## src/rtl/lcd_pkg.sv

```systemverilog
// Shared types and constants for the HD44780-style figure controller:
// FSM states, write phases, LCD command bytes and glyph-set sizes.
package lcd_pkg;

  typedef enum logic [2:0] {
    ST_WAIT_READY,
    ST_INIT,
    ST_CG_LOAD,
    ST_DD_WRITE,
    ST_IDLE
  } lcd_state_e;

  typedef enum logic [1:0] {
    PH_SETUP,
    PH_EN,
    PH_WAIT
  } wr_phase_e;

  localparam logic [7:0] CMD_FUNC_SET   = 8'h38;
  localparam logic [7:0] CMD_DISP_ON    = 8'h0C;
  localparam logic [7:0] CMD_ENTRY_MODE = 8'h06;
  localparam logic [7:0] CMD_CLEAR      = 8'h01;
  localparam logic [7:0] CMD_CGRAM_ADDR = 8'h40;
  localparam logic [7:0] CMD_DDRAM_L1   = 8'h80;
  localparam logic [7:0] CMD_DDRAM_L2   = 8'hC0;

  localparam int NUM_FACES      = 3;
  localparam int NUM_INDICATORS = 4;

  localparam logic FIG_FACE = 1'b0;
  localparam logic FIG_IND  = 1'b1;

endpackage

```

## src/rtl/lcd_glyph_rom.sv

```systemverilog
// Combinational glyph store: each figure is four 5x8 glyphs forming a 2x2 tile.
// Out-of-range figure indices read back as a blank glyph.
module lcd_glyph_rom
  import lcd_pkg::*;
#(
  parameter int IDX_W = 2
) (
  input  logic             fig_class,
  input  logic [IDX_W-1:0] fig_idx,
  input  logic [1:0]       glyph,
  input  logic [2:0]       row,
  output logic [7:0]       row_data
);

  // One 64-bit word per glyph, row 0 in the top byte.
  localparam logic [63:0] FACE_GLYPHS [NUM_FACES*4] = '{
    64'h00030408_0A080904, 64'h00180402_0A021204, 64'h04030000_00000000, 64'h04180000_00000000,
    64'h00030408_0A080808, 64'h00180402_0A020202, 64'h0F040300_00000000, 64'h1E041800_00000000,
    64'h00030408_0A080807, 64'h00180402_0A02021C, 64'h08040300_00000000, 64'h02041800_00000000
  };

  localparam logic [63:0] IND_GLYPHS [NUM_INDICATORS*4] = '{
    64'h0E111111_11111111, 64'h11111111_1111111F, 64'h1F000000_00000000, 64'h00000000_0000001F,
    64'h0E111111_11111F1F, 64'h1F1F1F1F_1F1F1F1F, 64'h1F000000_00000000, 64'h00000000_0000001F,
    64'h0E11111F_1F1F1F1F, 64'h1F1F1F1F_1F1F1F1F, 64'h1F100000_00000000, 64'h00000000_0000011F,
    64'h000A1F1F_1F0E0400, 64'h040E1F1F_0E040000, 64'h00110A04_0A110000, 64'h1F1F1F1F_1F1F1F1F
  };

  logic [31:0] idx_ext;
  logic [63:0] bitmap;
  logic [7:0]  raw;

  always_comb begin
    idx_ext = 32'(fig_idx);
    bitmap  = '0;
    if (fig_class == FIG_FACE) begin
      if (idx_ext < NUM_FACES) bitmap = FACE_GLYPHS[{idx_ext[1:0], glyph}];
    end else begin
      if (idx_ext < NUM_INDICATORS) bitmap = IND_GLYPHS[{idx_ext[1:0], glyph}];
    end
    raw      = bitmap[{3'd7 - row, 3'b000} +: 8];
    row_data = {3'b000, raw[4:0]};
  end

endmodule

```

## src/rtl/lcd_figure_ctrl.sv

```systemverilog
// Character-LCD controller: initialises the panel, loads a face and an indicator
// figure into CGRAM and places them on screen, redrawing when the selection changes.
module lcd_figure_ctrl
  import lcd_pkg::*;
#(
  parameter int EN_CYCLES  = 2,
  parameter int CMD_WAIT   = 50,
  parameter int CLEAR_WAIT = 2000,
  parameter int FIG1_W     = 2,
  parameter int FIG2_W     = 2,
  parameter int COL2       = 4
) (
  input  logic                     clk,
  input  logic                     reset,
  input  logic                     ready_i,
  input  logic [FIG1_W+FIG2_W-1:0] select_figures,
  output logic                     rs,
  output logic                     rw,
  output logic                     enable,
  output logic [7:0]               data,
  output logic                     busy,
  output logic                     frame_done
);

  localparam int SEL_W    = FIG1_W + FIG2_W;
  localparam int IDX_W    = (FIG1_W > FIG2_W) ? FIG1_W : FIG2_W;
  localparam int MAX_WAIT = (CMD_WAIT > CLEAR_WAIT) ? CMD_WAIT : CLEAR_WAIT;
  localparam int MAX_T    = (EN_CYCLES > MAX_WAIT) ? EN_CYCLES : MAX_WAIT;
  localparam int CNT_W    = $clog2(MAX_T + 1);

  localparam logic [CNT_W-1:0] EN_LAST = CNT_W'(EN_CYCLES - 1);
  localparam logic [6:0] INIT_LAST = 7'd3;
  localparam logic [6:0] CG_LAST   = 7'd64;
  localparam logic [6:0] DD_LAST   = 7'd11;

  lcd_state_e       state_q, state_d;
  wr_phase_e        phase_q, phase_d;
  logic [CNT_W-1:0] cnt_q, cnt_d;
  logic [6:0]       step_q, step_d;
  logic [SEL_W-1:0] sel_q, sel_d;
  logic             frame_done_q, frame_done_d;

  logic             writing;
  logic             cmd_rs;
  logic [7:0]       cmd_data;
  logic             last_step;
  logic [CNT_W-1:0] wait_len;
  logic             write_done;

  logic [5:0]       cg_k;
  logic [IDX_W-1:0] face_idx, ind_idx;
  logic [7:0]       rom_row;

  // CGRAM byte k: slot k[5:3] (face 0-3, indicator 4-7), row k[2:0]
  assign cg_k     = 6'(step_q - 7'd1);
  assign face_idx = IDX_W'(sel_q[SEL_W-1:FIG2_W]);
  assign ind_idx  = IDX_W'(sel_q[FIG2_W-1:0]);

  lcd_glyph_rom #(.IDX_W(IDX_W)) u_rom (
    .fig_class (cg_k[5]),
    .fig_idx   (cg_k[5] ? ind_idx : face_idx),
    .glyph     (cg_k[4:3]),
    .row       (cg_k[2:0]),
    .row_data  (rom_row)
  );

  assign writing = (state_q == ST_INIT) || (state_q == ST_CG_LOAD) || (state_q == ST_DD_WRITE);

  always_comb begin
    cmd_rs    = 1'b0;
    cmd_data  = 8'h00;
    last_step = 1'b0;
    wait_len  = CNT_W'(CMD_WAIT);
    case (state_q)
      ST_INIT: begin
        case (step_q[1:0])
          2'd0:    cmd_data = CMD_FUNC_SET;
          2'd1:    cmd_data = CMD_DISP_ON;
          2'd2:    cmd_data = CMD_ENTRY_MODE;
          default: cmd_data = CMD_CLEAR;
        endcase
        last_step = (step_q == INIT_LAST);
        if (step_q == INIT_LAST) wait_len = CNT_W'(CLEAR_WAIT);
      end
      ST_CG_LOAD: begin
        if (step_q == 7'd0) begin
          cmd_data = CMD_CGRAM_ADDR;
        end else begin
          cmd_rs   = 1'b1;
          cmd_data = rom_row;
        end
        last_step = (step_q == CG_LAST);
      end
      ST_DD_WRITE: begin
        // Character codes 0-7 point at the CGRAM slots loaded above
        cmd_rs = 1'b1;
        case (step_q)
          7'd0:    begin cmd_rs = 1'b0; cmd_data = CMD_DDRAM_L1; end
          7'd1:    cmd_data = 8'h00;
          7'd2:    cmd_data = 8'h01;
          7'd3:    begin cmd_rs = 1'b0; cmd_data = CMD_DDRAM_L1 + 8'(COL2); end
          7'd4:    cmd_data = 8'h04;
          7'd5:    cmd_data = 8'h05;
          7'd6:    begin cmd_rs = 1'b0; cmd_data = CMD_DDRAM_L2; end
          7'd7:    cmd_data = 8'h02;
          7'd8:    cmd_data = 8'h03;
          7'd9:    begin cmd_rs = 1'b0; cmd_data = CMD_DDRAM_L2 + 8'(COL2); end
          7'd10:   cmd_data = 8'h06;
          default: cmd_data = 8'h07;
        endcase
        last_step = (step_q == DD_LAST);
      end
      default: ;
    endcase
  end

  always_comb begin
    state_d      = state_q;
    phase_d      = phase_q;
    cnt_d        = cnt_q;
    step_d       = step_q;
    sel_d        = sel_q;
    frame_done_d = 1'b0;
    write_done   = 1'b0;
    case (state_q)
      ST_WAIT_READY: begin
        if (ready_i) begin
          state_d = ST_INIT;
          phase_d = PH_SETUP;
          cnt_d   = '0;
          step_d  = '0;
        end
      end
      ST_IDLE: begin
        if (select_figures != sel_q) begin
          state_d = ST_CG_LOAD;
          sel_d   = select_figures;
          phase_d = PH_SETUP;
          cnt_d   = '0;
          step_d  = '0;
        end
      end
      default: begin
        case (phase_q)
          PH_SETUP: begin
            phase_d = PH_EN;
            cnt_d   = '0;
          end
          PH_EN: begin
            if (cnt_q == EN_LAST) begin
              cnt_d = '0;
              if (wait_len == '0) write_done = 1'b1;
              else                phase_d    = PH_WAIT;
            end else begin
              cnt_d = cnt_q + 1'b1;
            end
          end
          default: begin
            if (cnt_q == wait_len - 1'b1) write_done = 1'b1;
            else                          cnt_d      = cnt_q + 1'b1;
          end
        endcase
        if (write_done) begin
          phase_d = PH_SETUP;
          cnt_d   = '0;
          step_d  = step_q + 7'd1;
          if (last_step) begin
            step_d = '0;
            case (state_q)
              ST_INIT: begin
                state_d = ST_CG_LOAD;
                sel_d   = select_figures;
              end
              ST_CG_LOAD: state_d = ST_DD_WRITE;
              default: begin
                state_d      = ST_IDLE;
                frame_done_d = 1'b1;
              end
            endcase
          end
        end
      end
    endcase
  end

  always_ff @(posedge clk) begin
    if (reset) begin
      state_q      <= ST_WAIT_READY;
      phase_q      <= PH_SETUP;
      cnt_q        <= '0;
      step_q       <= '0;
      sel_q        <= '0;
      frame_done_q <= 1'b0;
    end else begin
      state_q      <= state_d;
      phase_q      <= phase_d;
      cnt_q        <= cnt_d;
      step_q       <= step_d;
      sel_q        <= sel_d;
      frame_done_q <= frame_done_d;
    end
  end

  assign rs         = writing & cmd_rs;
  assign data       = writing ? cmd_data : 8'h00;
  assign enable     = writing && (phase_q == PH_EN);
  assign rw         = 1'b0;
  assign busy       = writing;
  assign frame_done = frame_done_q;

endmodule
```

## config.mk

```make
export PLATFORM = sky130hd
export DESIGN_NAME = lcd_figure_ctrl
export DESIGN_NICKNAME = d
export VERILOG_FILES = /design/src/rtl/lcd_pkg.sv /design/src/rtl/lcd_glyph_rom.sv /design/src/rtl/lcd_figure_ctrl.sv
export SDC_FILE = /design/constraint.sdc
export NUM_CORES = 1
export LEC_CHECK = 0
export ABC_AREA = 1
export ABC_CLOCK_PERIOD_IN_PS = 3600
export CAP_MARGIN = 20
export CORE_MARGIN = 8
export CORE_UTILIZATION = 61
export DETAILED_ROUTE_END_ITERATION = 16
export GPL_ROUTABILITY_DRIVEN = 0
export PLACE_DENSITY = 0.8
export SYNTH_ARGS = -nofsm -noshare
export SYNTH_HDL_FRONTEND = slang
export SYNTH_SLANG_ARGS = --single-unit
```

## constraint.sdc

```tcl
create_clock -name clk -period 3.6 [get_ports clk]
set_clock_uncertainty 0.1 [all_clocks]
set_input_delay 0.72 -clock clk [delete_from_list [all_inputs] [get_ports clk]]
set_output_delay 0.72 -clock clk [all_outputs]
set_load 0.01 [all_outputs]
```

==> run metrics <==
1st-iter DRT viols=approximately 390; endpoints failing hold=0; commonest non-fill, non-tap cell in the layout=nand2_1; CTS tree=done; Die Y-Extent=~88 um; Sw Pwr=around 1.6 mW; Sw Ratio=0.5614; clock latency on the worst-skew pair=0.28 ns; status=finished clean; clock slew at reported path FFs=0.10 ns; total CTS buffers=3; synth unique cells=46; xor-xnor portion of the synthesized cell area=0.03081; Synth async-reset ratio=0; EDFF count, synth=0; Syn Inst Count=546; number of H-tree levels=1; RSZ-0062 raised after global routing=true; Startpoint Class=flop; crit end category=output pin; core area=between 5000 and 6000 um2; area fraction in compound gates after synthesis=0.1165; CP Class=reg2out; Worst path max stage delay=~0.36 ns; Area after DPL=about 3400 um2; Post-synth top flop=dfxtp_1; Max Buffers Root-to-Sink=2; routed vias/inst=about 5.7; Total Routed Length=a little under 9 mm; slew margin rel.=0.5970; Post-Syn Area=between 3000 and 4000 um2; # clock sinks=28; Simple-Gate Fraction of Synth Area=0.5012; final cycle utilization of the critical path=0.9635; Max Cap Viol=0; Non-Filler Cell Area, Final=roughly 3600 um2; combinational group share of total power=0.791; Hold-fix buffers, CTS=0; initial antenna violation count=0; slew of the pin with the lowest slew margin=between 0.6 and 0.7 ns; FF-to-FF setup slack=0.69 ns; Top Ports=20; Global Route Usage Sum=0.2237; die width=88.07 um; Row Count=26; post-DR wirelength/cell=13.62 um; Post-DP HPWL=between 6 and 7 mm; Remaining DRCs=0; layout cells sized above 1=0.1516; starting density of the core=0.6243; CP Max Fanout=5; Worst EP required=about 2.8 ns; Leakage=roughly 1.7 nW; vias in the first global route=approximately 3300; number of synthesized register bits=28; Nets=595; power share of the sequential group=0.141; CP arrival=between 2 and 3 ns; worst path cell trace=buf_4, nor2_4, nand2_4, xor2_4, inv_2, ha_4, inv_1, nand2_1, o21ai_0, nand2_1, nand2_1, nand3_1, nand3_1, nand3_1, nand3_1, nand2_1, clkbuf_2; total power draw=approximately 2.9 mW; ant diodes=0; Mapped Nets=between 500 and 600; Mean Syn Cell Area=just under 6 um2; Clk pwr share=0.068; Min Clock Period, post-route=roughly 3.5 ns; Adder-Cell Fraction of Synth Area=0.05134; sequential share of the synthesized area=0.1769; crit path max-delay cell type=dfxtp_2; first-pass GRT wire length=between 10 and 15 mm; grt ovf=0; DP Worst Slack=-0.02566 ns; worst hold path type=reg2reg; upper clock frequency limit=between 0.2 and 0.3 GHz; min setup slack post-route=0.1313 ns; largest family of logic cells by synthesized area=simple AND/OR/NAND/NOR gates; largest net degree at the start of global routing=23; antenna viol nets, final=0; I/O Buffers=18; Int Power=1.264 mW; area growth from synthesis to layout=14.81%; post-synthesis mux area share=0; most frequent cells in the layout=nand2_1, nand3_1, inv_1, nor2_1, dfxtp_1; DIE AREA=about 7800 um2; setup TNS=0 ns; final setup fails=0; fin. max-slew vios=0; vias=~3700; 1st-pass router iterations=7; Peak VDD IR=between 0.4 and 0.5 mV; root cell of the clock tree=clkbuf_8; Power Density=792.7 nW/um2; synth warn=0
[critical path, delay by kind of cell, from the launching register on]
kind                     cells  cell delay (ns)
AO/OA/AOI/OAI                1             0.09
adder cells (fa/ha/maj)      1             0.20
XOR/XNOR                     1             0.22
buffers and inverters        4             0.48
AND/OR/NAND/NOR             10             1.03
flip-flops                   1             0.36
[registers in the layout (all words and copies together), names as in the netlist]
| register | cells |
|---|---|
| sel_q | 4 |
| frame_done | 1 |
| step_q | 7 |
| cnt_q | 11 |
| phase_q | 2 |
| state_q | 3 |
[timing repair]
| item | CTS | global route |
|---|---|---|
| cloned | 0 | 1 |
| setup buffers | 0 | 7 |
| setup endpoints to repair | 5 | 5 |
| pin swaps | 0 | 6 |
| resized for setup | 20 | 27 |
[metrics by stage]
step           hold WS (ns)  std cells  utilization
2_1_floorplan        0.3686        546            -
3_3_place_gp         0.3874        632       0.6755
3_5_place_dp         0.4071        632       0.6755
4_1_cts              0.4149        636       0.6950
5_1_grt              0.4448        644       0.7167
6_report             0.4187        644       0.7167
[final timing paths]
path | end | cells after the start | start
worst max-delay path | data[2] | 17 | step_q[1]$_SDFFE_PP0P_
worst min-delay path | cnt_q[10]$_SDFFE_PP0P_ | 2 | cnt_q[10]$_SDFFE_PP0P_
worst max register to register | step_q[1]$_SDFFE_PP0P_ | 14 | step_q[0]$_SDFFE_PP0P_
worst min register to register | cnt_q[10]$_SDFFE_PP0P_ | 2 | cnt_q[10]$_SDFFE_PP0P_
[logic make-up (layout without fill, tap and decap cells)]
| logic type | Yosys count | in the layout |
|---|---|---|
| AOI/OAI and AO/OA | 62 | 62 |
| xor gates and xnor gates | 9 | 9 |
| adders and majority gates | 13 | 13 |
| buffers and inverters | 87 | 114 |
| DFF | 28 | 28 |
| other | 1 | 1 |
| and+or+nand+nor | 346 | 347 |
[cell type report]
type                       instances  area, um2
clock buffer                       4      55.05
multi-input combinational        432       2328
inverter                          69      261.5
tap                               70      87.58
sequential                        28      565.5
fill                             465       1438
timing repair buffer              41      339.1
[power by group through the flow]
stage	sequential (mW)	clock, mW	combinational, mW
finish	0.407	0.196	2.28
global route	0.415	0.216	2.53
CTS	0.405	0.202	2.11
detailed placement	0.411	0	2.05
global placement	0.409	0	2.04
floorplan	0.402	0	1.56
[cells in the mapped netlist, types with 2 or more instances]
cell type / count / area [um2]
a211oi_1: 5 / 37.54
a21oi_1: 26 / 130.1
a31oi_1: 2 / 12.51
buf_2: 6 / 30.03
buf_6: 5 / 56.30
clkbuf_1: 4 / 15.01
clkinv_1: 2 / 7.510
dfxtp_1: 28 / 560.5
ha_1: 13 / 162.7
inv_1: 62 / 232.7
inv_2: 5 / 18.77
nand2_1: 177 / 664.4
nand2_2: 8 / 50.05
nand2_4: 5 / 56.30
nand3_1: 73 / 365.4
nand3_2: 3 / 30.03
nand4_1: 6 / 37.54
nand4_2: 2 / 25.02
nor2_1: 46 / 172.7
nor3_1: 15 / 75.07
nor3_2: 2 / 20.02
nor3b_1: 2 / 15.01
o21a_1: 2 / 15.01
o21ai_0: 10 / 50.05
o21ai_1: 9 / 45.04
o31ai_1: 2 / 15.01
xnor2_1: 3 / 26.28
xor2_1: 5 / 43.79
[routing by layer]
metal / vias up / share of wire / GRT usage
li1: 1814 / - / -
met1: 1638 / 0.42 / 0.2758
met2: 193 / 0.47 / 0.3653
met3: 45 / 0.076 / 0.03377
met4: 0 / 0.036 / 0.1183
met5: - / 0 / 0
Note: power is estimated with default switching activity, not from simulation.
